--- src/rtl/alu_operand_entry_if.sv ---
// Operation bus from the operand-entry front end to the ALU wrapper:
// two sign-extended operands and an opcode, offered under valid/ready.
interface alu_operand_entry_if;
   logic [31:0] portA;
   logic [31:0] portB;
   logic [3:0]  aluop;
   logic        op_valid;
   logic        op_ready;

   modport master (
      output portA,
      output portB,
      output aluop,
      output op_valid,
      input  op_ready
   );

   modport slave (
      input  portA,
      input  portB,
      input  aluop,
      input  op_valid,
      output op_ready
   );
endinterface

--- src/rtl/alu_operand_entry.sv ---
// Board input front end for the ALU harness: synchronizes and debounces the
// active-low push-buttons, turns presses into one-cycle events, and walks a
// capture sequence (A, B, opcode) before offering the operation on the bus.
module alu_operand_entry #(
   parameter int DEBOUNCE_CYCLES = 16,
   parameter int KEYS            = 4
) (
   input  logic                CLK,
   input  logic                nRST,
   input  logic [KEYS-1:0]     key_n,
   input  logic [17:0]         sw,
   alu_operand_entry_if.master bus,
   output logic [1:0]          state_dbg,
   output logic [KEYS-1:0]     key_evt
);

   localparam int CNT_W = $clog2(DEBOUNCE_CYCLES + 1);
   localparam logic [CNT_W-1:0] CNT_LAST = CNT_W'(DEBOUNCE_CYCLES - 1);

   typedef enum logic [1:0] {
      GET_A  = 2'd0,
      GET_B  = 2'd1,
      GET_OP = 2'd2,
      ISSUE  = 2'd3
   } state_t;

   // Key synchronizer, debounced levels and press events.
   logic [KEYS-1:0]  r_key_s1;
   logic [KEYS-1:0]  r_key_s2;
   logic [KEYS-1:0]  r_key_deb;
   logic [KEYS-1:0]  r_key_evt;
   logic [CNT_W-1:0] r_cnt [KEYS];

   // Switch synchronizer.
   logic [17:0] r_sw_s1;
   logic [17:0] r_sw_s2;

   // Sequencer state and captured operation.
   state_t      r_state;
   state_t      w_state_nxt;
   logic [31:0] r_port_a;
   logic [31:0] r_port_b;
   logic [3:0]  r_aluop;
   logic        r_op_valid;
   logic        w_valid_nxt;
   logic        w_ld_a;
   logic        w_ld_b;
   logic        w_ld_op;

   logic        w_cap;
   logic        w_abt;
   logic [31:0] w_value;
   logic        w_unused;

   assign w_cap    = r_key_evt[0];
   assign w_abt    = r_key_evt[1];
   assign w_value  = {{16{r_sw_s2[16]}}, r_sw_s2[15:0]};
   assign w_unused = r_sw_s2[17];

   // Two-flop synchronizers for keys and switches; keys idle at released (1).
   // NOTE: every clocked process uses non-blocking assignments so that all
   // flops sample the pre-edge values and the two sync stages stay distinct.
   always_ff @(posedge CLK or negedge nRST) begin
      if (!nRST) begin
         r_key_s1 <= '1;
         r_key_s2 <= '1;
         r_sw_s1  <= '0;
         r_sw_s2  <= '0;
      end else begin
         r_key_s1 <= key_n;
         r_key_s2 <= r_key_s1;
         r_sw_s1  <= sw;
         r_sw_s2  <= r_sw_s1;
      end
   end

   // Per-key debounce: count consecutive samples that differ from the
   // accepted level; flip after DEBOUNCE_CYCLES of them and flag a press.
   always_ff @(posedge CLK or negedge nRST) begin
      if (!nRST) begin
         r_key_deb <= '1;
         r_key_evt <= '0;
         for (int i = 0; i < KEYS; i++) begin
            r_cnt[i] <= '0;
         end
      end else begin
         r_key_evt <= '0;
         for (int i = 0; i < KEYS; i++) begin
            if (r_key_s2[i] == r_key_deb[i]) begin
               r_cnt[i] <= '0;
            end else if (r_cnt[i] == CNT_LAST) begin
               r_cnt[i]     <= '0;
               r_key_deb[i] <= r_key_s2[i];
               r_key_evt[i] <= ~r_key_s2[i];
            end else begin
               r_cnt[i] <= r_cnt[i] + CNT_W'(1);
            end
         end
      end
   end

   // Sequencer state register and offered-valid flag.
   always_ff @(posedge CLK or negedge nRST) begin
      if (!nRST) begin
         r_state    <= GET_A;
         r_op_valid <= 1'b0;
      end else begin
         r_state    <= w_state_nxt;
         r_op_valid <= w_valid_nxt;
      end
   end

   // Next-state logic: a completing transfer beats abort, abort beats capture.
   // NOTE: every output of this block is defaulted first so no path through
   // the case leaves a signal unassigned and infers a latch.
   always_comb begin
      w_state_nxt = r_state;
      w_valid_nxt = r_op_valid;
      w_ld_a      = 1'b0;
      w_ld_b      = 1'b0;
      w_ld_op     = 1'b0;
      if (r_state == ISSUE && r_op_valid && bus.op_ready) begin
         w_state_nxt = GET_A;
         w_valid_nxt = 1'b0;
      end else if (w_abt) begin
         w_state_nxt = GET_A;
         w_valid_nxt = 1'b0;
      end else if (w_cap) begin
         case (r_state)
            GET_A: begin
               w_ld_a      = 1'b1;
               w_state_nxt = GET_B;
            end
            GET_B: begin
               w_ld_b      = 1'b1;
               w_state_nxt = GET_OP;
            end
            GET_OP: begin
               w_ld_op     = 1'b1;
               w_state_nxt = ISSUE;
               w_valid_nxt = 1'b1;
            end
            default: ;
         endcase
      end
   end

   // Captured operands and opcode; each changes only on its own capture edge.
   always_ff @(posedge CLK or negedge nRST) begin
      if (!nRST) begin
         r_port_a <= '0;
         r_port_b <= '0;
         r_aluop  <= '0;
      end else begin
         if (w_ld_a)  r_port_a <= w_value;
         if (w_ld_b)  r_port_b <= w_value;
         if (w_ld_op) r_aluop  <= r_sw_s2[3:0];
      end
   end

   assign bus.portA    = r_port_a;
   assign bus.portB    = r_port_b;
   assign bus.aluop    = r_aluop;
   assign bus.op_valid = r_op_valid;
   assign state_dbg    = r_state;
   assign key_evt      = r_key_evt;

endmodule

--- src/flat_wrapper.sv ---
// flat-port wrapper written by rule: the top's interface ports become plain ports
module alu_operand_entry_flat 
#(
   parameter int DEBOUNCE_CYCLES = 16,
   parameter int KEYS            = 4
)
  (CLK, nRST, key_n, sw, state_dbg, key_evt, bus_portA, bus_portB, bus_aluop, bus_op_valid, bus_op_ready);
  alu_operand_entry_if bus_i ();
  input  logic CLK;
  input  logic nRST;
  input  logic [KEYS-1:0] key_n;
  input  logic [17:0] sw;
  output logic [1:0] state_dbg;
  output logic [KEYS-1:0] key_evt;
  output wire logic [$bits(bus_i.portA)-1:0] bus_portA;
  output wire logic [$bits(bus_i.portB)-1:0] bus_portB;
  output wire logic [$bits(bus_i.aluop)-1:0] bus_aluop;
  output wire logic [$bits(bus_i.op_valid)-1:0] bus_op_valid;
  input wire logic [$bits(bus_i.op_ready)-1:0] bus_op_ready;
  assign bus_portA = bus_i.portA;
  assign bus_portB = bus_i.portB;
  assign bus_aluop = bus_i.aluop;
  assign bus_op_valid = bus_i.op_valid;
  assign bus_i.op_ready = bus_op_ready;
  alu_operand_entry #(.DEBOUNCE_CYCLES(DEBOUNCE_CYCLES), .KEYS(KEYS)) u_core (.CLK(CLK), .nRST(nRST), .key_n(key_n), .sw(sw), .bus(bus_i), .state_dbg(state_dbg), .key_evt(key_evt));
endmodule
--- config.mk ---
export PLATFORM = sky130hd
export DESIGN_NAME = alu_operand_entry_flat
export DESIGN_NICKNAME = d
export VERILOG_FILES = /design/src/rtl/alu_operand_entry_if.sv /design/src/rtl/alu_operand_entry.sv /design/src/flat_wrapper.sv
export SDC_FILE = /design/constraint.sdc
export NUM_CORES = 1
export LEC_CHECK = 0
export CORE_ASPECT_RATIO = 1.4
export CORE_MARGIN = 10
export CORE_UTILIZATION = 53
export DETAILED_ROUTE_END_ITERATION = 8
export GPL_TIMING_DRIVEN = 0
export PLACE_DENSITY = 0.93
export SLEW_MARGIN = 40
export SYNTH_ARGS = -nofsm -noshare
export SYNTH_HDL_FRONTEND = slang
export SYNTH_SLANG_ARGS = --single-unit
--- constraint.sdc ---
create_clock -name CLK -period 4.84 [get_ports CLK]
set_input_delay 0.484 -clock CLK [delete_from_list [all_inputs] [get_ports CLK]]
set_output_delay 0.484 -clock CLK [all_outputs]
set_load 0.01 [all_outputs]
After elaboration in Yosys (flattened, before gate mapping) --
Index checks and enable logic that the tools add are counted.
Operators by class: add/subtract/negate cells 4, eq/ne operators 11, multiplexer cells 36, bitwise operators 8, reductions and logical operators 12
Operators with widths (number):
- 5-bit two-way mux | 8
- 1-bit two-way mux | 24
- 5-bit by 1-bit adder with 5-bit output (second input constant) | 4
- 5-bit by 4-bit equality test with 1-bit output (second input constant) | 4
- 2-bit AND reduction | 6
- 1-bit NOT | 8
- 2-bit two-way mux | 3
- 2-bit one-hot mux with 3 select lines | 1
- 3-bit nonzero test | 2
- 5-bit nonzero test | 1
- 1-bit equality test | 4
- 2-bit equality test (second input constant) | 2
- 2-bit by 1-bit equality test with 1-bit output (second input constant) | 1
- 1-bit logical AND | 2
- 2-bit zero test | 1
Storage, ports and cells: flip-flop bits (word level) 111, input bits 25, output and inout port bits 75, logic and storage cells 89

Longest topological paths before layout --
word-level depth 5, gate-level depth with buffers 5, depth with buffers taken out 5

Worst setup path after synthesis --
No wires, ideal clock.
path kind register to register, start reg u_core.r_state[0] (netlist: u_core.state_dbg[0]), end reg u_core.r_port_b[10] (netlist: u_core.bus.portB[10]), setup time 0.125 ns, arrival 1.546 ns, required time 4.715 ns, path slack 3.169 ns, cell stages (with the launch flop) 6, buffers on the path 1, clock period less this slack 1.671 ns, cells stage by stage dfrtp_1 > ha_1 > a31oi_4 > nand3_4 > buf_6 > mux2_4
On the way: word-level cells in the longest chain between the ends 5, elaborated cells on any way between the ends 8, classes of those cells eq/ne (2); mux (4); reduce/logical (2)
Ends and longest elaborated chain:
- from (decl) | line alu_operand_entry.sv:39 | state_t r_state;
- from (signal assigned) | line alu_operand_entry.sv:108 | r_state <= w_state_nxt;
- 2-bit by 1-bit equality test with 1-bit output | line alu_operand_entry.sv:129 | case (r_state)
- 1-bit two-way mux | line alu_operand_entry.sv:129
- 1-bit two-way mux | line alu_operand_entry.sv:128 | end else if (w_cap) begin
- 1-bit two-way mux | line alu_operand_entry.sv:125 | end else if (w_abt) begin
- 1-bit two-way mux (*) | line alu_operand_entry.sv:122 | if (r_state == ISSUE && r_op_valid && bus.op_ready) begin
- to (signal assigned) | line alu_operand_entry.sv:156 | if (w_ld_b) r_port_b <= w_value;
- to (decl) | line alu_operand_entry.sv:42 | logic [31:0] r_port_b;
Mark *: on every way between the ends. The rest lies on a longest branch, timed or not. A chain may end at the register's enable or synchronous reset.

Final worst setup path --
start reg, netlist name u_core.bus.portA[16], end out bus_portA[20]
RTL lines:
- to (decl) | line flat_wrapper.sv:15 | output wire logic [$bits(bus_i.portA)-1:0] bus_portA;
No word-level cell between the ends.

==> out/metrics.csv <==
stage;metric;value;unit
layout;most frequent cells in the layout;dfrtp_1 (99), clkdlybuf4s50_1 (97), buf_4 (30), mux2_2 (22), mux2_4 (20);
synth;post-synthesis sequential area ratio;67.2;%
global_routing;Total Routing Usage GR;13.4;%
timing;Least-Margin Pin Slew;0.472;ns
clock_tree;Clock Path Buffers;2;
pwr;Int Pwr;0.00122;W
place;Post-Place Cells;465;
synth;ys async rst share;100;%
global_routing;initial antenna violation count;0;
pwr;sw frac;20.7;%
detailed_routing;total wire length;7.75;mm
global_routing;largest net degree at the start of global routing;64;
timing;final worst setup slack;2.63;ns
detailed_routing;Via density;4.82;
floorplanning;initial core utilization;53.9;%
global_routing;first-pass GRT wire length;12.4;mm
timing;RSZ-0062 raised after global routing;false;
clock_tree;# H-tree levels;3;
timing;Layout Skew;0.0113;ns
layout;filler instances;523;
layout;multi-input logic area;1090;um^2
pwr;Sw Pwr;0.000319;W
synth;synth warn;0;
layout;Antenna diodes;0;
floorplanning;# rows;38;
synth;Post-Syn Instances;266;
pwr;share of power burned in registers;63.2;%
timing;final hold viol count;0;
place;Buffers on Ports;98;
layout;most common cell after layout, fill and taps aside;dfrtp_1;
layout;register area;2790;um^2
clock_tree;root buffer cell;clkbuf_8;
synth;Yosys reg bits;111;
floorplanning;Core Box Area;7700;um^2
global_routing;Overflow after GRT;0;
pwr;Clock Power Share;33.0;%
clock_tree;CTS tree;yes;
timing;fin crit share;45.7;%
detailed_routing;routed via count;2309;
clock_tree;post-cts resize count;0;
pwr;Leakage;2.65;nW
place;Final HPWL DP;5.96;mm
detailed_routing;DRT Pass-1 Iters;4;
floorplanning;IO Count;100;
detailed_routing;initial DRC count;73;
clock_tree;Reg clk slew, reported paths;0.09;ns
worst_setup_path;CP Capture Type;primary output;
global_routing;vias in the first global route;2387;
worst_setup_path;Worst R2R Setup Slack;3.05;ns
timing;count of final setup violators;0;
worst_setup_path;arrival time worst endpoint;1.73;ns
synth;Synth cell types;26;
synth;leading area contributor after synthesis;dfrtp_1;
synth;Mean Syn Cell Area;15.6;um^2
place;Worst Setup Slack post-DPL;2.72;ns
timing;Slew headroom;68.5;%
synth;Synth area leaders;dfrtp_1 (60%), dfstp_2 (7.6%), mux2_4 (7.2%), mux2_2 (6.0%), buf_4 (5.4%);
timing;max-slew violations;0;
clock_tree;Hold Buf Count CTS;0;
worst_setup_path;Max Fanout on Critical Path;17;
pwr;total power;0.00154;W
worst_setup_path;Setup CP Type;register to primary output;
worst_setup_path;startpoint types;register;
timing;post-route minimum period;2.21;ns
timing;Fmax achieved;0.452;GHz
floorplanning;die area;11800;um^2
outcome;run status;finished, final reports clean;
pwr;Max IR drop VDD;0.189;mV
detailed_routing;Final ANT Viol Nets;0;
synth;Syn Std Cell Area;4150;um^2
worst_setup_path;CP Data Required Time;4.36;ns
job;max_cap viols;0;
clock_tree;worst skew pair latency;0.35;ns
layout;nets;410;
pwr;Logic pwr share;3.8;%
detailed_routing;DRC Markers;0;
layout;Final Cell Area;5470;um^2
synth;Yosys top cell area share;59.6;%
worst_setup_path;reg2reg path depth;5;
detailed_routing;drt wl/cell;16.2;um
synth;Post-Syn Nets;300;
floorplanning;Die X;94.8;um
min_path;type of the worst min-delay path;input pin to async pin;
pwr;PwrDens;281;nW/um^2
clock_tree;CTS buffer count;9;
synth;Most used DFF post-synth;dfrtp_1;
layout;Post-Layout Cell Count;479;
layout;share of cells above drive strength 1;27.4;%
floorplanning;Die H;125;um
layout;P&R area growth vs syn;31.7;%
place;Final Wtd Congestion;0.760;
synth;Post-synth EDFFs;0;
timing;Setup TNS Final;0;ns
clock_tree;clock sinks;111;
place;placed inst area;5290;um^2
clock_tree;setup bufs post-CTS;0;
## per-layer routing
layer / GRT usage, % / share of wire [%] / up-vias / wire, um
met5: 0 / 0 / - / 0
met4: 5.30 / 1.3 / 0 / 97
met3: 4.52 / 8.4 / 6 / 648
met2: 22.6 / 51 / 80 / 3950
met1: 15.1 / 39 / 1143 / 3060
li1: - / - / 1080 / -
## worst max-delay path, stage by stage (launching register included)
cell	delay, ns
dfrtp_1	0.64
buf_4	0.20
clkdlybuf4s50_1	0.54
## final timing paths
check / startpoint / endpoint
min in group CLK: u_core.r_sw_s1[8] / u_core.r_sw_s2[8]
max: u_core.bus.portA[16] / bus_portA[20]
max reg2reg: u_core.state_dbg[0] / u_core.bus.portB[11]
min: nRST / u_core.r_cnt[14]
min reg2reg: u_core.r_sw_s1[8] / u_core.r_sw_s2[8]
max in group asynchronous: nRST / u_core.r_key_s2[2]
## final cells by class
type                            instances  share of cell area, %
Sequential cell                       111                   51.1
Multi-Input combinational cell        118                   20.0
Timing Repair Buffer                   99                   18.5
Buffer                                 32                   4.53
Clock buffer                           10                   2.33
Tap cell                              100                   2.29
Clock inverter                          4                  0.892
Inverter                                5                  0.343
## cell usage after synthesis (all sizes together) (3+ instances only)
master,count
buf,32
and2,4
xor2,9
dfrtp,99
nand2,5
dfstp,12
ha,9
mux2,42
and3,3
o21ai,4
inv,5
nor2,15
nor4b,4
nand3,11
## through the flow
step	utilization, %	hold WS (ns)
final	71.0	0.0248
after global routing	71.0	0.0246
after CTS	71.0	0.0152
after detailed placement	68.7	0.335
after global placement	68.3	0.332
after floorplan	-	0.188
## flip-flops by register name (all words and copies together), names as in the netlist
register / cells
u_core.bus.aluop: 4
u_core.bus.portB: 17
u_core.r_sw_s1: 17
u_core.state_dbg: 2
u_core.r_key_s1: 4
u_core.key_evt: 4
u_core.r_key_s2: 4
u_core.r_key_deb: 4
u_core.bus.portA: 17
u_core.r_cnt: 20
u_core.r_sw_s2: 17
u_core.bus.op_valid: 1
## power by group through the flow
| stage | Clock [W] | Sequential (W) | Combinational (W) |
|---|---|---|---|
| 6_report | 0.000507 | 0.000971 | 0.0000586 |
| 5_1_grt | 0.000561 | 0.000975 | 0.0000674 |
| 4_1_cts | 0.000526 | 0.000972 | 0.0000608 |
| 3_5_place_dp | 0 | 0.000990 | 0.0000607 |
| 3_3_place_gp | 0 | 0.000987 | 0.0000542 |
| 2_1_floorplan | 0 | 0.000985 | 0.0000164 |
## kinds of logic (layout without fill, tap and decap cells)
kind of cell	count (synthesis)	in the layout	synth area share, %
DFF	111	111	67.2
and+or+nand+nor	48	48	6.57
muxes	43	43	13.4
buffers and inverters	37	150	6.42
xor gates and xnor gates	11	11	2.32
adders and majority gates	9	9	2.71
AOI/OAI and AO/OA	7	7	1.33
Power figures use the tool's default switching activity.
